===== src/rtl/sram_test_pkg.sv =====
// sram_test_pkg
// Definitions shared by the SRAM test pattern generator and checker: the
// 3-bit test state codes, the checker FSM state type, and expected_pattern(),
// which builds the data word for a test state at any width up to
// MAX_DATA_BITS.
// Ports: none (package).

package sram_test_pkg;

    // Widest data word the pattern helper can build.
    localparam int unsigned MAX_DATA_BITS = 64;

    typedef enum logic [2:0] {
        SelZeros    = 3'd0,
        SelOnes     = 3'd1,
        SelAlt10    = 3'd2,
        SelAlt01    = 3'd3,
        SelHalfOnes = 3'd4,
        SelZerosB   = 3'd5,
        SelCustom   = 3'd6,
        SelZerosC   = 3'd7
    } test_sel_e;

    typedef enum logic [1:0] {
        StIdle,
        StCheck,
        StDone
    } chk_state_e;

    // Pattern for test state 'sel' at width 'data_bits'. Bits at and above
    // data_bits are zero. alt 10 puts ones on odd bits, alt 01 on even bits,
    // half ones fills the low data_bits/2 bits.
    function automatic logic [MAX_DATA_BITS-1:0] expected_pattern(
        input int unsigned              data_bits,
        input logic [2:0]               sel,
        input logic [MAX_DATA_BITS-1:0] custom
    );
        logic [MAX_DATA_BITS-1:0] pat;
        pat = '0;
        for (int unsigned i = 0; i < MAX_DATA_BITS; i++) begin
            if (i < data_bits) begin
                case (test_sel_e'(sel))
                    SelOnes:     pat[i] = 1'b1;
                    SelAlt10:    pat[i] = ((i % 2) == 1);
                    SelAlt01:    pat[i] = ((i % 2) == 0);
                    SelHalfOnes: pat[i] = (i < (data_bits / 2));
                    SelCustom:   pat[i] = custom[i];
                    default:     pat[i] = 1'b0;
                endcase
            end
        end
        return pat;
    endfunction

endpackage


===== src/rtl/sram_pattern_expected.sv =====
// sram_pattern_expected
// Combinational expected-pattern lookup for a test state code.
// Ports:
//   sel      in   3-bit test state code
//   custom   in   custom pattern, used for state 6
//   pattern  out  expected data word
// DATA_BITS must be even and below MAX_DATA_BITS.

module sram_pattern_expected
    import sram_test_pkg::*;
#(
    parameter int unsigned DATA_BITS = 16
) (
    input  logic [2:0]           sel,
    input  logic [DATA_BITS-1:0] custom,
    output logic [DATA_BITS-1:0] pattern
);
    logic [MAX_DATA_BITS-1:0] custom_wide;
    logic [MAX_DATA_BITS-1:0] pattern_wide;
    logic                     unused_upper;

    assign custom_wide  = MAX_DATA_BITS'(custom);
    assign pattern_wide = expected_pattern(DATA_BITS, sel, custom_wide);
    assign pattern      = pattern_wide[DATA_BITS-1:0];

    // Upper bits are always zero; fold them away.
    assign unused_upper = ^pattern_wide[MAX_DATA_BITS-1:DATA_BITS];
endmodule


===== config.mk =====
export PLATFORM = sky130hd
export DESIGN_NAME = sram_pattern_expected
export DESIGN_NICKNAME = d
export VERILOG_FILES = /design/src/rtl/sram_test_pkg.sv /design/src/rtl/sram_pattern_expected.sv
export SDC_FILE = /design/constraint.sdc
export NUM_CORES = 1
export LEC_CHECK = 0
export BUFFER_PORTS_ARGS = -buffer_cell sky130_fd_sc_hd__clkbuf_2
export CAP_MARGIN = 20
export CORE_AREA = 2 2 39 41
export DETAILED_ROUTE_END_ITERATION = 10
export DIE_AREA = 0 0 41 43
export SLEW_MARGIN = 20
export SYNTH_ARGS = -nofsm -noshare
export SYNTH_HDL_FRONTEND = slang
export SYNTH_SLANG_ARGS = --single-unit

===== constraint.sdc =====
create_clock -name vclk -period 0.8
set_clock_uncertainty 0.2 [all_clocks]
set_input_delay 0.04 -clock vclk [all_inputs]
set_output_delay 0.04 -clock vclk [all_outputs]
set_load 0.005 [all_outputs]

==> results_dict.tcl <==
set metrics [dict create \
    drive_gt1_share_pct 75.6 \
    cp_num_cells 4 \
    initial_core_util_pct 16.5 \
    finalCritPeriodShare_pct 126 \
    finalSetupViolCount 16 \
    io_buffer_count 35 \
    rsz0062_at_grt "true" \
    final_util_pct 42.3 \
    hold_start "custom[14]" \
    vias 416 \
    finalHoldViolCount 0 \
    nClkBuffers 0 \
    powerDensity_nw_per_um2 550 \
    path_class "primary input to output pin" \
    drt_iter0_drc 0 \
    clock.fmax_mhz 988 \
    grt_pass1_vias 315 \
    min_path_type "primary input to output pin" \
    min_period_ns 1.01 \
    yosysSeqAreaShare_pct 0 \
    overflow 0 \
    worstMarginPinSlew_ns 0.409 \
    holdWs_ns 0.167 \
    syn_to_final_growth_pct 157 \
    nets 99 \
    status "finished with violations" \
    drt-pass1-iter-count 1 \
    die_h_microns 43 \
    layout_setup_ws_ns -0.212 \
    max_stage_delay_ns 0.42 \
    cts_hold_buf 0 \
    regArea_sq_um 0 \
    dp_hpwl_microns 663 \
    core_sq_um 1380 \
    antenna_found_initial 0 \
    rows 14 \
    finalSetupTns_ns -2.17 \
    routed_wl_microns 908 \
    grt_start_max_net_pins 9 \
    cp.required_ns 0.56 \
    pin_count 35 \
    holdPathEnd "pattern[14]" \
    worstPathCellList "buf_8, or3b_4, o21ai_1, buf_2" \
    crit_slowest_cell "or3b_4" \
    syn_avg_cell_area_sq_um 5.69 \
    synthCells 40 \
    routedWlPerCell_microns 9.66 \
    num_antenna_cells 0 \
    p_leak_nw 0.310 \
    yosys_warnings 0 \
    drcViolationCount 0 \
    critical_path_arrival_ns 0.77 \
    grtUsageTotal_pct 8.79 \
    synth_cell_types 11 \
    drv_cap 0 \
    crit_family "simple AND/OR/NAND/NOR gates" \
    grt_first_pass_wirelength_microns 1190 \
    vias_per_cell 4.43 \
    slew-limit-headroom_pct 72.6 \
    dp.cells 93 \
    final_antenna_net_count 0 \
    crit_buf_inv 2 \
    syn_nets 59 \
    die-area_sq_um 1760 \
    final_cell_mix "22 x clkbuf_2, 10 x buf_2, 9 x o21ai_2, 7 x nor2b_1" \
    pre_cts_slack_ns -0.273 \
    n_sequential_cell 0 \
    worstSetupStartpointType "primary input" \
    end_kind "output pin" \
    cp_max_fo 6 \
    dieWidth_microns 41 \
    final_common_cell "clkbuf_2" \
    final_max_slew_viol_count 0 \
    synth_area_sq_um 228 \
    vdd_drop_max_mv 0.194 \
    violations "negative setup slack" \
    globalplace.congestion 0.633 \
    hold_depth 4 \
    stdcell_count 94 \
]
==> worst max path at each step <==
stage | end | from | slack [ns]
floorplan | pattern[11] | sel[1] | 0.02
detailed placement | pattern[9] | sel[1] | -0.27
CTS | pattern[13] | sel[2] | -0.23
global placement | pattern[9] | sel[1] | -0.25
global route | pattern[15] | sel[1] | -0.24
finish | pattern[15] | sel[1] | -0.21
==> per-layer routing <==
metal  share of wire [%]  track usage [%]
met5                   0                0
met4                   0                0
met3                 5.6                0
met2                  50             15.3
met1                  44             12.3
==> logic make-up (layout without fill, tap and decap cells) <==
family | count (synthesis) | count (layout) | share of synthesized area, %
buffers and inverters | 6 | 44 | 12.1
and+or+nand+nor | 17 | 17 | 42.9
AOI/OAI and AO/OA | 17 | 17 | 45.1
==> repair_timing <==
action | 4_1_cts | 5_1_grt
endpoints found under the setup margin | 16 | 16
pin swaps | 7 | 5
setup buffers | 0 | 1
gates resized for setup | 24 | 31
==> worst min-delay path, stage by stage <==
cell      delay (ns)
clkbuf_2        0.08
nand2_1         0.05
o21ai_1         0.05
buf_2           0.11
==> final cells by class <==
class / instances / area [sq um]
fillers: 146 / 798
repair buffers: 40 / 254
well taps: 16 / 20.0
inverters: 4 / 15.0
multi-input cells: 34 / 297
==> synth_stat cells (all sizes together) <==
cell type | instances | share of area (%)
nor2b | 8 | 22
a311oi | 4 | 15
o21a | 1 | 3.3
buf | 2 | 5.5
or3b | 1 | 3.8
nand2b | 3 | 8.2
nor3 | 1 | 2.2
nand2 | 4 | 6.6
inv | 4 | 6.6
o21ai | 12 | 26
==> where the power goes <==
part / internal, mW / total, mW / switching, mW
Combinational: 0.182 / 0.322 / 0.140
Sequential: 0 / 0 / 0
Clock: 0 / 0 / 0
==> through the flow <==
step / cell area, sq um / total power, mW
after floorplan: 228 / 0.0970
after global placement: 440 / 0.224
after detailed placement: 440 / 0.228
after CTS: 495 / 0.267
after global routing: 586 / 0.354
final: 586 / 0.322
(Power assumes the default switching activity.)
